<file path="src/rtl/pulse_bram_if.sv">
// rtl/pulse_bram_if.sv - sample stream and BRAM port bundle for pulse_bram_reader
interface pulse_bram_if;
    logic [31:0] sample_data;
    logic        sample_valid;
    logic        sample_ready;
    logic        sample_last;
    logic [31:0] bram_addr;
    logic [31:0] bram_data_in;
    logic        bram_we;
    logic        bram_ena;
    logic [31:0] bram_data_out;

    modport master (
        output sample_data, sample_valid, sample_last,
        input  sample_ready,
        output bram_addr, bram_data_in, bram_we, bram_ena,
        input  bram_data_out
    );

    modport slave (
        input  sample_data, sample_valid, sample_last,
        output sample_ready,
        input  bram_addr, bram_data_in, bram_we, bram_ena,
        output bram_data_out
    );
endinterface

</file>
<file path="src/rtl/pulse_bram_reader.sv">
// rtl/pulse_bram_reader.sv - sweeps the pulse BRAM and streams each word out
// Optional zero-after-read clearing: define PULSE_BRAM_READER_CLEAR_EN.
module pulse_bram_reader #(
    parameter int DEPTH = 2064,
    parameter int IDX_W = 12
) (
    input  logic        clk,
    input  logic        rst,
    input  logic        start,
    input  logic        cont,
    output logic        busy,
    output logic        done,
    output logic [15:0] frame_cnt,
    pulse_bram_if.master bus
);
    typedef enum logic [1:0] {IDLE, WAIT, CAP, HOLD} state_t;

    state_t           state_q, state_d;
    logic [IDX_W-1:0] idx_q, idx_d;
    logic [31:0]      sample_data_q, sample_data_d;
    logic             sample_valid_q, sample_valid_d;
    logic             sample_last_q, sample_last_d;
    logic [31:0]      bram_addr_q, bram_addr_d;
    logic [31:0]      bram_data_in_q, bram_data_in_d;
    logic             bram_we_q, bram_we_d;
    logic             bram_ena_q, bram_ena_d;
    logic             busy_q, busy_d;
    logic             done_q, done_d;
    logic [15:0]      frame_cnt_q, frame_cnt_d;

    logic [IDX_W-1:0] idx_inc;
    logic             hs;
    logic             at_last_idx;

    assign idx_inc     = idx_q + IDX_W'(1);
    assign hs          = sample_valid_q && bus.sample_ready;
    assign at_last_idx = (idx_q == IDX_W'(DEPTH - 1));

    always_ff @(posedge clk) begin
        if (rst) begin
            state_q        <= IDLE;
            idx_q          <= '0;
            sample_data_q  <= '0;
            sample_valid_q <= 1'b0;
            sample_last_q  <= 1'b0;
            bram_addr_q    <= '0;
            bram_data_in_q <= '0;
            bram_we_q      <= 1'b0;
            bram_ena_q     <= 1'b0;
            busy_q         <= 1'b0;
            done_q         <= 1'b0;
            frame_cnt_q    <= '0;
        end else begin
            state_q        <= state_d;
            idx_q          <= idx_d;
            sample_data_q  <= sample_data_d;
            sample_valid_q <= sample_valid_d;
            sample_last_q  <= sample_last_d;
            bram_addr_q    <= bram_addr_d;
            bram_data_in_q <= bram_data_in_d;
            bram_we_q      <= bram_we_d;
            bram_ena_q     <= bram_ena_d;
            busy_q         <= busy_d;
            done_q         <= done_d;
            frame_cnt_q    <= frame_cnt_d;
        end
    end

    always_comb begin
        state_d = state_q;
        case (state_q)
            IDLE:    if (start) state_d = WAIT;
            WAIT:    state_d = CAP;
            CAP:     state_d = HOLD;
            HOLD:    if (hs) state_d = (!sample_last_q || cont) ? WAIT : IDLE;
            default: state_d = IDLE;
        endcase
    end

    always_comb begin
        idx_d          = idx_q;
        sample_data_d  = sample_data_q;
        sample_valid_d = sample_valid_q;
        sample_last_d  = sample_last_q;
        bram_addr_d    = bram_addr_q;
        bram_data_in_d = 32'd0;
        bram_we_d      = bram_we_q;
        bram_ena_d     = bram_ena_q;
        busy_d         = busy_q;
        done_d         = 1'b0;
        frame_cnt_d    = frame_cnt_q;
        case (state_q)
            IDLE: begin
                bram_ena_d = 1'b0;
                bram_we_d  = 1'b0;
                if (start) begin
                    idx_d       = '0;
                    bram_addr_d = '0;
                    bram_ena_d  = 1'b1;
                    busy_d      = 1'b1;
                end
            end
            WAIT: begin
                bram_ena_d = 1'b1;
                bram_we_d  = 1'b0;
            end
            CAP: begin
                sample_data_d  = bus.bram_data_out;
                sample_valid_d = 1'b1;
                sample_last_d  = at_last_idx;
`ifdef PULSE_BRAM_READER_CLEAR_EN
                // Zero lands at the address just read, on the edge entering HOLD.
                bram_we_d  = 1'b1;
                bram_ena_d = 1'b1;
`else
                bram_we_d  = 1'b0;
                bram_ena_d = 1'b0;
`endif
            end
            HOLD: begin
                // Port released while stalled so the generator can use the BRAM.
                bram_we_d  = 1'b0;
                bram_ena_d = 1'b0;
                if (hs) begin
                    sample_valid_d = 1'b0;
                    if (!sample_last_q) begin
                        idx_d       = idx_inc;
                        bram_addr_d = 32'(idx_inc) << 2;
                        bram_ena_d  = 1'b1;
                    end else begin
                        sample_last_d = 1'b0;
                        done_d        = 1'b1;
                        frame_cnt_d   = frame_cnt_q + 16'd1;
                        if (cont) begin
                            idx_d       = '0;
                            bram_addr_d = '0;
                            bram_ena_d  = 1'b1;
                        end else begin
                            busy_d = 1'b0;
                        end
                    end
                end
            end
            default: ;
        endcase
    end

    assign bus.sample_data  = sample_data_q;
    assign bus.sample_valid = sample_valid_q;
    assign bus.sample_last  = sample_last_q;
    assign bus.bram_addr    = bram_addr_q;
    assign bus.bram_data_in = bram_data_in_q;
    assign bus.bram_we      = bram_we_q;
    assign bus.bram_ena     = bram_ena_q;
    assign busy             = busy_q;
    assign done             = done_q;
    assign frame_cnt        = frame_cnt_q;
endmodule

</file>
<file path="src/flat_wrapper.sv">
// flat-port wrapper written by rule: the top's interface ports become plain ports
module pulse_bram_reader_flat 
#(
    parameter int DEPTH = 2064,
    parameter int IDX_W = 12
)
  (clk, rst, start, cont, busy, done, frame_cnt, bus_sample_data, bus_sample_valid, bus_sample_last, bus_sample_ready, bus_bram_addr, bus_bram_data_in, bus_bram_we, bus_bram_ena, bus_bram_data_out);
  pulse_bram_if bus_i ();
  input  logic clk;
  input  logic rst;
  input  logic start;
  input  logic cont;
  output logic busy;
  output logic done;
  output logic [15:0] frame_cnt;
  output wire logic [$bits(bus_i.sample_data)-1:0] bus_sample_data;
  output wire logic [$bits(bus_i.sample_valid)-1:0] bus_sample_valid;
  output wire logic [$bits(bus_i.sample_last)-1:0] bus_sample_last;
  input wire logic [$bits(bus_i.sample_ready)-1:0] bus_sample_ready;
  output wire logic [$bits(bus_i.bram_addr)-1:0] bus_bram_addr;
  output wire logic [$bits(bus_i.bram_data_in)-1:0] bus_bram_data_in;
  output wire logic [$bits(bus_i.bram_we)-1:0] bus_bram_we;
  output wire logic [$bits(bus_i.bram_ena)-1:0] bus_bram_ena;
  input wire logic [$bits(bus_i.bram_data_out)-1:0] bus_bram_data_out;
  assign bus_sample_data = bus_i.sample_data;
  assign bus_sample_valid = bus_i.sample_valid;
  assign bus_sample_last = bus_i.sample_last;
  assign bus_i.sample_ready = bus_sample_ready;
  assign bus_bram_addr = bus_i.bram_addr;
  assign bus_bram_data_in = bus_i.bram_data_in;
  assign bus_bram_we = bus_i.bram_we;
  assign bus_bram_ena = bus_i.bram_ena;
  assign bus_i.bram_data_out = bus_bram_data_out;
  pulse_bram_reader #(.DEPTH(DEPTH), .IDX_W(IDX_W)) u_core (.clk(clk), .rst(rst), .start(start), .cont(cont), .busy(busy), .done(done), .frame_cnt(frame_cnt), .bus(bus_i));
endmodule
</file>
<file path="config.mk">
export PLATFORM = sky130hd
export DESIGN_NAME = pulse_bram_reader_flat
export DESIGN_NICKNAME = d
export VERILOG_FILES = /design/src/rtl/pulse_bram_if.sv /design/src/rtl/pulse_bram_reader.sv /design/src/flat_wrapper.sv
export SDC_FILE = /design/constraint.sdc
export NUM_CORES = 1
export LEC_CHECK = 0
export ABC_AREA = 1
export BUFFER_PORTS_ARGS = -buffer_cell sky130_fd_sc_hd__clkbuf_2
export CAP_MARGIN = 20
export CORE_UTILIZATION = 42
export DETAILED_ROUTE_END_ITERATION = 7
export PLACE_DENSITY = 0.76
export SETUP_SLACK_MARGIN = 0.02
export SYNTH_ARGS = -nofsm -noshare
export SYNTH_HDL_FRONTEND = slang
export SYNTH_SLANG_ARGS = --single-unit
</file>
<file path="constraint.sdc">
create_clock -name clk -period 1.39 [get_ports clk]
set_clock_uncertainty 0.05 [all_clocks]
set_input_delay 0.3475 -clock clk [delete_from_list [all_inputs] [get_ports clk]]
set_output_delay 0.3475 -clock clk [all_outputs]
set_load 0.01 [all_outputs]
</file>
# == Word-level counts from Yosys, hierarchy flattened ==
# Index checks and enable logic that the tools add are counted.
# word_totals
ff_bits,99
# op_classes
addsub,2
eq_ne,9
muxes,28
bitwise_logic,2
n_reduce_logical,12
# ops
operator,n
32-bit two-way mux,4
32-bit one-hot mux with 2 select lines,1
12-bit two-way mux,4
12-bit one-hot mux with 2 select lines,1
"16-bit by 1-bit adder with 16-bit output, second input constant",1
"12-bit by 1-bit adder with 12-bit output, second input constant",1
"12-bit == test, second input constant",1
1-bit two-way mux,11
2-bit one-hot mux with 4 select lines,1
1-bit one-hot mux with 2 select lines,3
5-bit AND reduction,1
"2-bit == test, second input constant",2
2-bit two-way mux,2
"2-bit by 1-bit != test with 1-bit output, second input constant",2
"2-bit != test, second input constant",2
1-bit one-hot mux with 4 select lines,1
2-bit AND reduction,2
4-bit AND reduction,1
2-bit nonzero test,2
"3-bit != test, second input constant",1
3-bit AND reduction,1
3-bit OR reduction,1
"2-bit by 1-bit == test with 1-bit output, second input constant",1
2-bit logical NOT,1
4 further kinds,5

# == Depth between registers and ports, before layout ==
# depth
word_depth,5
mapped_depth,10

# == Worst setup path before layout ==
# OpenSTA, ideal clock, no wires.
# synth_timing
path_kind,register -> register
startpoint,register u_core.state_q[0]
endpoint,register u_core.frame_cnt_q[13] (netlist: u_core.frame_cnt[13])
setup_time_ps,115
arrival_ps,1385
required_ps,1225
path_slack_ps,-160
path_stages_with_launch,9
n_path_buf,0
period_less_slack_ps,1550
path_cell_list,dfxtp_1 ha_1 nand3_1 nor2_2 nand3_2 nor2_1 nand3_1 nand2_1 nor2_1
# synth_via
elab_chain_cells,2
# synth_lines
item,line_no,rtl
"start, declared",pulse_bram_reader.sv:18,"state_t state_q, state_d;"
"start signal, assigned",pulse_bram_reader.sv:54,state_q <= state_d;
2-bit == test,pulse_bram_reader.sv:92,case (state_q)
3-bit AND reduction (no source line),-,
"end signal, assigned",pulse_bram_reader.sv:65,frame_cnt_q <= frame_cnt_d;
"end, declared",pulse_bram_reader.sv:29,"logic [15:0] frame_cnt_q, frame_cnt_d;"
# Every way passes these cells.
# A chain may end at the register's enable or synchronous reset.

# == Worst setup path after layout ==
# layout_timing
startpoint,register u_core.state_q[1]
endpoint,register u_core.bram_addr_q[10] (netlist: u_core.bus.bram_addr[10])
# layout_via
elab_chain_cells,3
elab_cells_between_ends,8
cone_classes,eq/ne: 4; mux: 1; reduce/logical: 3
# layout_lines
item,line_no,rtl
2-bit == test / 2-bit logical NOT (equally long branches),pulse_bram_reader.sv:92,
"3-bit != test (no source line), or another cell as far along",-,
4-bit AND reduction (no source line),-,
"end signal, assigned",pulse_bram_reader.sv:59,bram_addr_q <= bram_addr_d;
"end, declared",pulse_bram_reader.sv:23,"logic [31:0] bram_addr_q, bram_addr_d;"
# Several ways; a longest one is shown, not always the timed one.

==> results.yml <==
outcome:
  status: "complete, but fails checks"
  failed_checks: "negative setup slack"
floorplan:
  die_x_um: 90.2
  ios: 155
  fp-row-count: 31
  fp.dieH_um: 90.2
  initial_core_util: 0.443
  die_area_sq_um: 8140
  core_area_sq_um: 7370
grt:
  grt_pass1_vias: 3120
  grtUsageMet3: 0.0431
  use_met1: 0.239
  grt_pass1_wl_mm: 13.7
  use_met2: 0.360
  grt_max_degree: 33
  grt-ovfl-total: 0
  grt.busiest_layer: "met2"
  gr-usage-all-layers: 0.206
  antenna_found_initial: 0
routing:
  drt_iter0_drc: 155
  antenna_left: 0
  wl_per_cell_um: 12.9
  firstDrtPassIters: 4
  viasPerCell: 4.74
  wl_mm: 9.13
  vias: 3364
  drc: 0
worst_setup_path:
  crit_top_cell: "inv_4"
  startpoint: "u_core.state_q[1]$_SDFFE_PP0P_"
  reg2reg_from: "u_core.state_q[1]$_SDFFE_PP0P_"
  crit_slowest_cell: "dfxtp_4"
  worst_setup_path_start_kind: "flop"
  crit_family: "flip-flops"
  path_max_fanout: 5
  crit_chain: "inv_4 -> ha_4 -> inv_4 -> nand2_4 -> nor2_4 -> buf_6 -> nand4_1 -> a21oi_2"
  critPathRequiredTime_ps: 1630
  critPathCaptureType: "flop"
  critPathBufInv: 3
  slowest_delay_ps: 390
  crit_type: "flop to flop"
  worstPathArrival_ps: 1760
synthesis:
  avgSynthCellArea_sq_um: 7.24
  ys_types: 31
  ys_warn_count: 0
  synth_area_sq_um: 3270
  synthCells: 451
  ys_seq_area_frac: 0.411
  ys_seq_elements: 67
timing:
  final.min_clock_period_ps: 1520
  timing.fmax_mhz: 657
  period_share: 1.10
  setup_viol: 20
  rsz0062_at_grt: "true"
  whs_ps: 168
  final-hold-violation-count: 0
  drv_slew: 0
  layout_setup_ws_ps: -133
place:
  hpwl_mm: 5.60
  portBuffers: 101
  gp_congestion: 0.867
clocking:
  cts_tree: "yes"
  path_clk_slew_ps: 80
  cts_sinks: 67
  htree_num_levels: 3
  ctsRootBufferMaster: "clkbuf_8"
  worstSkewPairLatency_ps: 340
  cts-buffers-inserted: 9
  cts_buffer_depth: 2
power_and_ir_drop:
  max-vdd-ir-drop_uv: 1010
  powerDensity_nw_per_um2: 1640
  leakagePower_uw: 0.00232
  total_power_uw: 7770
final_layout:
  drive_gt1_frac: 0.406
  nets: 649
  syn_to_final_growth_pct: 45.2
  layout.cells.most_common: "nor2_1"
  most-common-layout-cells: "97 x nor2_1, 96 x clkbuf_2, 53 x conb_1, 52 x dfxtp_1, 48 x nand2_1"
  diodes: 0
run:
  maxCapViolCount: 0
min_path:
  hold_path_class: "input pin to flop"
  hold_path.startpoint: "bus_bram_data_out[16]"
## registers in the layout (all words and copies together), names as in the netlist
register,flops
u_core.frame_cnt,16
u_core.bus.sample_data,32
u_core.busy,1
u_core.done,1
u_core.bus.sample_last,1
u_core.bus.bram_ena,1
u_core.bus.bram_addr,12
u_core.bus.sample_valid,1
u_core.state_q,2
## through the flow
step	setup TNS, ps	area, sq um	instances	setup slack (ps)	util
floorplan	-56.8	3530	503	-12.4	-
global placement	-1570	4000	676	-141	0.543
detailed placement	-3070	4000	676	-243	0.543
CTS	-860	4470	704	-83.2	0.607
global route	-3490	4740	710	-212	0.644
finish	-1460	4740	710	-133	0.644
## cell type report
type / instances / area [sq um]
timing repair buffer: 156 / 1050
tap: 99 / 124
clock buffer: 9 / 124
fill: 612 / 2630
sequential: 67 / 1370
multi-input combinational: 332 / 1810
clock inverter: 7 / 100
inverter: 40 / 163
## kinds of logic after synthesis
logic type      share of synthesized area
buf+inv                             0.184
other cells                       0.00115
fa+ha+maj                          0.0230
simple gates                        0.267
flops                               0.411
compound gates                      0.101
xor+xnor                           0.0134
## worst register-to-register path, cell delays in order (launching register included)
cell and delay, ps:
dfxtp_4 390, inv_4 50, ha_4 240, inv_4 60, nand2_4 60, nor2_4 190, buf_6 140, nand4_1 130
a21oi_2 160
## per-layer routing
| layer | part of all wire | wire length [um] | vias to the layer above |
|---|---|---|---|
| met2 | 0.50 | 4590 | 172 |
| met5 | 0 | 0 | - |
| met1 | 0.41 | 3750 | 1527 |
| li1 | - | - | 1645 |
| met3 | 0.066 | 604 | 20 |
| met4 | 0.019 | 178 | 0 |
## worst paths after layout
kind	endpoint	slack, ps	cells past startpoint
max	u_core.bus.bram_addr[10]$_SDFFE_PP0P_	-130	8
max reg2reg	u_core.bus.bram_addr[10]$_SDFFE_PP0P_	-130	8
min reg2reg	u_core.busy$_SDFFE_PP0P_	430	2
min	u_core.bus.sample_data[16]$_SDFFE_PP0P_	170	3
## cells in the mapped netlist
cell	instances	area, sq um
a21oi_1	18	90.1
a21oi_2	1	8.76
a31oi_1	1	6.26
buf_4	53	398
buf_6	1	11.3
clkbuf_1	11	41.3
conb_1	1	3.75
dfxtp_1	67	1340
ha_1	6	75.1
inv_1	39	146
inv_2	1	3.75
nand2_1	59	221
nand2_2	2	12.5
nand3_1	11	55.1
nand3_2	1	10.0
nand3b_1	1	7.51
nand4_1	7	43.8
nand4_2	1	12.5
nand4_4	1	21.3
nor2_1	103	387
nor2_2	2	12.5
nor2_4	1	11.3
nor3_1	11	55.1
nor3_2	1	10.0
nor4_1	1	6.26
o211ai_1	1	7.51
o21ai_0	42	210
o21bai_1	1	7.51
or2_2	1	6.26
xnor2_1	1	8.76
xor2_1	4	35.0
## timing repair
item                                    in CTS  in global routing
cloned                                       2                  0
gates resized for setup                     43                 89
buffers inserted                            10                  8
hold buffers                                 0                  0
endpoints found under the setup margin      63                 55
pin swaps                                    9                 28
endpoints found under the hold margin        0                  0
## where the power goes
group          switching [uW]  internal (uW)
Clock                     822           1030
Sequential                279           2360
Combinational            1790           1500
Total                    2900           4880
(Power assumes the default switching activity.)
